--- config.mk ---
export PLATFORM = sky130hd
export DESIGN_NAME = rgbw_frame_dispenser
export DESIGN_NICKNAME = d
export VERILOG_FILES = /design/src/rtl/rgbw_frame_dispenser.sv
export SDC_FILE = /design/constraint.sdc
export NUM_CORES = 1
export LEC_CHECK = 0
export CAP_MARGIN = 30
export CORE_AREA = 10 10 94 96
export CTS_BUF_LIST = sky130_fd_sc_hd__clkbuf_8
export CTS_CLUSTER_SIZE = 20
export DETAILED_ROUTE_END_ITERATION = 6
export DIE_AREA = 0 0 104 106
export PLACE_DENSITY_LB_ADDON = 0.08
export SYNTH_ARGS = -nofsm -noshare
export SYNTH_HDL_FRONTEND = slang
export SYNTH_SLANG_ARGS = --single-unit
--- constraint.sdc ---
create_clock -name clk -period 2.12 [get_ports clk]
set_input_delay 0.424 -clock clk [delete_from_list [all_inputs] [get_ports clk]]
set_output_delay 0.424 -clock clk [all_outputs]
set_load 0.01 [all_outputs]
--- src/rtl/rgbw_frame_dispenser.sv ---
// rgbw_frame_dispenser
// Assembles framed SPI byte streams into a double-buffered bank of NUM_CH
// channel values plus a mode byte. The frame layout is SYNC_BYTE, MODE,
// NUM_CH*BPC data bytes (channel 0 first, each channel MSB first) and, when
// FRAME_CHECKSUM_EN is defined, a trailing XOR checksum over MODE and data.
// Incoming bytes land in shadow registers. The visible outputs change only
// when a complete, valid frame commits, and they change all at once.
// Build option: `define FRAME_CHECKSUM_EN to add the CSUM state and XOR check.
module rgbw_frame_dispenser #(
  parameter int         NUM_CH    = 4,
  parameter int         DATA_W    = 8,
  parameter logic [7:0] SYNC_BYTE = 8'hA5,
  parameter int         CNT_W     = $clog2(NUM_CH * (DATA_W / 8) + 3)
) (
  input  logic                     clk,
  input  logic                     reset,
  input  logic [7:0]               rx_byte,
  input  logic                     rx_rdy,
  input  logic                     cs_n,
  output logic [NUM_CH*DATA_W-1:0] ch_data,
  output logic [7:0]               mode,
  output logic                     frame_valid,
  output logic                     frame_err,
  output logic                     busy,
  output logic [CNT_W-1:0]         byte_cnt
);

  localparam int BPC    = DATA_W / 8;
  localparam int NBYTES = NUM_CH * BPC;

  // byte_cnt value while the final data byte is expected (SYNC + MODE + data-1)
  localparam logic [CNT_W-1:0] LAST_CNT = CNT_W'(NBYTES + 1);

`ifdef FRAME_CHECKSUM_EN
  typedef enum logic [1:0] {ST_IDLE, ST_MODE, ST_DATA, ST_CSUM} state_t;
`else
  typedef enum logic [1:0] {ST_IDLE, ST_MODE, ST_DATA} state_t;
`endif

  state_t                  state;
  logic [NBYTES*8-1:0]     shadow_data;   // byte i of the frame payload at bits [i*8 +: 8]
  logic [7:0]              shadow_mode;
`ifdef FRAME_CHECKSUM_EN
  logic [7:0]              csum_acc;      // running XOR over MODE and data bytes
`endif

  logic [CNT_W-1:0]        wr_idx;
  logic                    last_byte;
  logic [NBYTES*8-1:0]     byte_img;
  logic [NUM_CH*DATA_W-1:0] commit_data;

  // Payload byte index for the byte currently arriving in DATA.
  assign wr_idx = byte_cnt - CNT_W'(2);

  // The final data byte arrives in the same cycle as the commit. Flag it so
  // that it can bypass the shadow register.
  assign last_byte = (state == ST_DATA) && rx_rdy && !cs_n && (byte_cnt == LAST_CNT);

  // Build the committed channel image from the shadow bytes. The last byte is
  // taken straight from rx_byte when it is arriving this cycle. Each channel
  // is assembled MSB first, and channel 0 sits in the LSBs.
  always_comb begin
    byte_img = shadow_data;
    if (last_byte) begin
      byte_img[(NBYTES-1)*8 +: 8] = rx_byte;
    end
    commit_data = '0;
    for (int c = 0; c < NUM_CH; c++) begin
      for (int j = 0; j < BPC; j++) begin
        commit_data[c*DATA_W + (BPC-1-j)*8 +: 8] = byte_img[(c*BPC + j)*8 +: 8];
      end
    end
  end

  // Frame FSM: shadow capture, abort handling, and registered commit and error outputs.
  always_ff @(posedge clk) begin
    if (reset) begin
      state       <= ST_IDLE;
      byte_cnt    <= '0;
      busy        <= 1'b0;
      frame_valid <= 1'b0;
      frame_err   <= 1'b0;
      ch_data     <= '0;
      mode        <= '0;
      shadow_data <= '0;
      shadow_mode <= '0;
`ifdef FRAME_CHECKSUM_EN
      csum_acc    <= '0;
`endif
    end else begin
      frame_valid <= 1'b0;
      frame_err   <= 1'b0;
      if (cs_n) begin
        // Chip select released: drop any partial frame. An idle bus is ignored.
        if (state != ST_IDLE) begin
          state     <= ST_IDLE;
          byte_cnt  <= '0;
          busy      <= 1'b0;
          frame_err <= 1'b1;
        end
      end else if (rx_rdy) begin
        case (state)
          ST_IDLE: begin
            if (rx_byte == SYNC_BYTE) begin
              state    <= ST_MODE;
              byte_cnt <= CNT_W'(1);
              busy     <= 1'b1;
            end else begin
              frame_err <= 1'b1;
            end
          end
          ST_MODE: begin
            shadow_mode <= rx_byte;
`ifdef FRAME_CHECKSUM_EN
            csum_acc    <= rx_byte;
`endif
            state       <= ST_DATA;
            byte_cnt    <= CNT_W'(2);
          end
          ST_DATA: begin
            for (int i = 0; i < NBYTES; i++) begin
              if (wr_idx == CNT_W'(i)) begin
                shadow_data[i*8 +: 8] <= rx_byte;
              end
            end
`ifdef FRAME_CHECKSUM_EN
            csum_acc <= csum_acc ^ rx_byte;
`endif
            if (byte_cnt == LAST_CNT) begin
`ifdef FRAME_CHECKSUM_EN
              state    <= ST_CSUM;
              byte_cnt <= byte_cnt + CNT_W'(1);
`else
              ch_data     <= commit_data;
              mode        <= shadow_mode;
              frame_valid <= 1'b1;
              state       <= ST_IDLE;
              byte_cnt    <= '0;
              busy        <= 1'b0;
`endif
            end else begin
              byte_cnt <= byte_cnt + CNT_W'(1);
            end
          end
`ifdef FRAME_CHECKSUM_EN
          ST_CSUM: begin
            if (rx_byte == csum_acc) begin
              ch_data     <= commit_data;
              mode        <= shadow_mode;
              frame_valid <= 1'b1;
            end else begin
              frame_err   <= 1'b1;
            end
            state    <= ST_IDLE;
            byte_cnt <= '0;
            busy     <= 1'b0;
          end
`endif
          default: begin
            state    <= ST_IDLE;
            byte_cnt <= '0;
            busy     <= 1'b0;
          end
        endcase
      end
    end
  end

endmodule

==> metrics, run 1 <==
Min Hold Slack=431 ps; FMAX=521 MHz; ant diodes=0; Chip Width=104 µm; GR Util met2=0.226; post-synth net total=366; critical path capture point type=output pin; Layout Skew=7.35 ps; Seq/Total Area, Yosys=0.529; drt first pass iters=4; Tcrit/Tclk final=0.905; worst slew pin tran=555 ps; adder and majority gate portion of the synthesized area=0; clk_lat worst skew=340 ps; post-synthesis simple-gate area fraction=0.238; syn_area_per_cell=8.55 µm²; antenna violations before repair=0; DP Worst Slack=-57.1 ps; fraction of layout cells with a size suffix above 1=0.104; Antenna Nets Post-Route=0; routability cong.=0.807; filler instances=669; worst path buffer plus inverter count=1; Starting Density=0.429; GRT Overall Usage=0.142; peak supply drop=0.000397 V; Max H-tree Level=3; drt drc=0; startpoint types=flop; Cell Area, Synth=3030 µm²; cell leakage power=1.41 nW; Port Buffers=57; total number of vias=2,575; area share of the largest cell type after synthesis=0.529; final hold vios=0; Synth area leaders=dfxtp_1, nand2_1, a21oi_1; crit-path max FO=7; Switching Power=608 µW; CTS clk-pin slew, worst paths=80 ps; Syn-to-layout area delta=33.7%; met3 Resource Use GR=0.0405; Max transition margin=0.630; Vias/cell=4.91; CTS max path bufs=2; post-cts sizing count=0; critical path cell sequence=clkdlybuf4s50_1; Chip Height=106 µm; Hold WC Path Type=input pin to flop; Detailed Place HPWL=5300 µm; main combinational cell family by area after synthesis=simple AND/OR/NAND/NOR gates; first-pass GRT wire length=12,900 µm; final critical path time including I/O delays and setup=1920 ps; post-synthesis compound-gate area fraction=0.114; post-synthesis mux area share=0.0793; Post-synth ARST share=0; EDFF count, synth=0; status=completed; 1st-iter DRT viols=122; CP Data Arrival Time=1500 ps; Post-Synth XOR/XNOR Area=0; wire length per cell=14.8 µm; Crit-path slowest cell=clkdlybuf4s50_1; Post-Route WL=7740 µm; WP data required=1700 ps; Power Density=703 nW/µm²; PnR worst setup slack=201 ps; # rows=31; Synth warnings=0; Sw Share=0.214; P_int=2.24 mW; area leader, netlist=dfxtp_1; sequential power share=0.528; final setup vio count=0; GR peak layer=met2; CP peak stage delay=610 ps; clk sinks=80; GR Util met1=0.176; Final nets=432; Max-cap violations=0; I/O pins=58; RSZ-0062 raised after global routing=false; Cells after Synth=354; die footprint=11,000 µm²; clock network power share=0.436; final core utilization=0.573; total design power=2.85 mW; cts hold-fix bufs=0; CTS tree=done; Clock Root Buffer=clkbuf_8; Synth cell types=32; total gr overflow=0; Yosys reg bits=80; CTS buffer count=9; Combinational Power Share=0.036; CP top delay family=buffers and inverters; largest net degree at the start of global routing=55; vias in the first global route=2,519; CORE AREA=7060 µm²; Final Max Tran Viols=0; ys flop type=dfxtp_1; CP Class=flop to output pin; setup bufs post-CTS=0
==> metal layers <==
metal | vias to the layer above | routed length (µm)
met2 | 64 | 3590
met1 | 1200 | 3550
met4 | 0 | 112
li1 | 1303 | -
met5 | - | 0
met3 | 8 | 495
==> cells in the final DEF (no fill, tap or decap), types with 2 or more instances in the layout <==
cell	n
o31ai_1	2
o21ai_0	4
mux2i_1	24
buf_12	3
buf_4	20
nor2b_1	4
clkdlybuf4s50_1	56
nor2_1	30
bufinv_16	2
nand4bb_1	2
clkbuf_8	10
nand2_1	101
inv_1	5
nor3_4	3
nor3_1	4
a21oi_1	54
dfxtp_1	80
nand2b_1	3
==> registers in the layout (all words and copies together), names as in the netlist, 2 cells and up <==
register and cells:
byte_cnt 3, ch_data 32, mode 8, shadow_data 24
shadow_mode 8, state 2
==> path summary, 6_finish.rpt <==
path | depth (start not counted) | end | slack, ps | startpoint
worst min-delay path | 3 | byte_cnt[1]$_SDFFE_PP0P_ | 430 | reset
worst max-delay path | 1 | byte_cnt[2] | 200 | byte_cnt[2]$_SDFFE_PP0P_
worst max register to register | 5 | shadow_data[21]$_SDFFE_PP0P_ | 460 | byte_cnt[2]$_SDFFE_PP0P_
worst min register to register | 2 | mode[1]$_SDFFE_PP0P_ | 450 | shadow_mode[1]$_SDFFE_PP0P_
==> power by group through the flow <==
stage | clock (mW) | combinational, mW | sequential (mW)
after floorplan | 0 | 0.0361 | 1.54
after global placement | 0 | 0.104 | 1.54
after detailed placement | 0 | 0.104 | 1.54
after CTS | 1.27 | 0.105 | 1.50
after global routing | 1.32 | 0.112 | 1.50
final | 1.24 | 0.104 | 1.50
==> metrics by stage <==
stage                     cells  TNS (ps)  area [µm²]
after CTS                   524         0        4050
after detailed placement    508      -845        3830
after global routing        524         0        4050
after floorplan             354         0        3030
after global placement      508      -800        3830
final                       524         0        4050
==> logic make-up after synthesis <==
kind of cell,count (synthesis)
buf+inv,28
mux,24
flops,80
simple gates,157
compound gates,65
==> layout make-up <==
type	instances	area, µm²	area share
clock buffer	10	138	0.0340
clock inverter	6	83.8	0.0207
inverter	3	11.3	0.00278
multi-input combinational	246	1310	0.325
sequential	80	1600	0.396
tap	99	124	0.0306
timing repair buffer	80	776	0.192
==> Yosys cell counts (2+ instances only) <==
master	number
a21oi_1	54
nand2_1	101
nor3_4	2
nor2_1	30
buf_1	2
nor2b_1	4
nor3_1	4
o21ai_0	4
dfxtp_1	80
buf_2	8
o31ai_1	2
nand2b_1	3
nor3_2	2
inv_1	3
clkbuf_1	14
mux2i_1	24
nand4bb_1	2
No activity file was read; power rests on OpenSTA's default activity.
==> inputs of run 2 (changes only) <==
CAP_MARGIN = 10   (was 30)
==> results of run 2 <==
No change in the layout: final DEF, timing and power equal those of run 1.
==> inputs of run 3 (changes only) <==
SKIP_CTS_REPAIR_TIMING = 1   (was default)
==> results of run 3 <==
No change in the layout: final DEF, timing and power equal those of run 1.
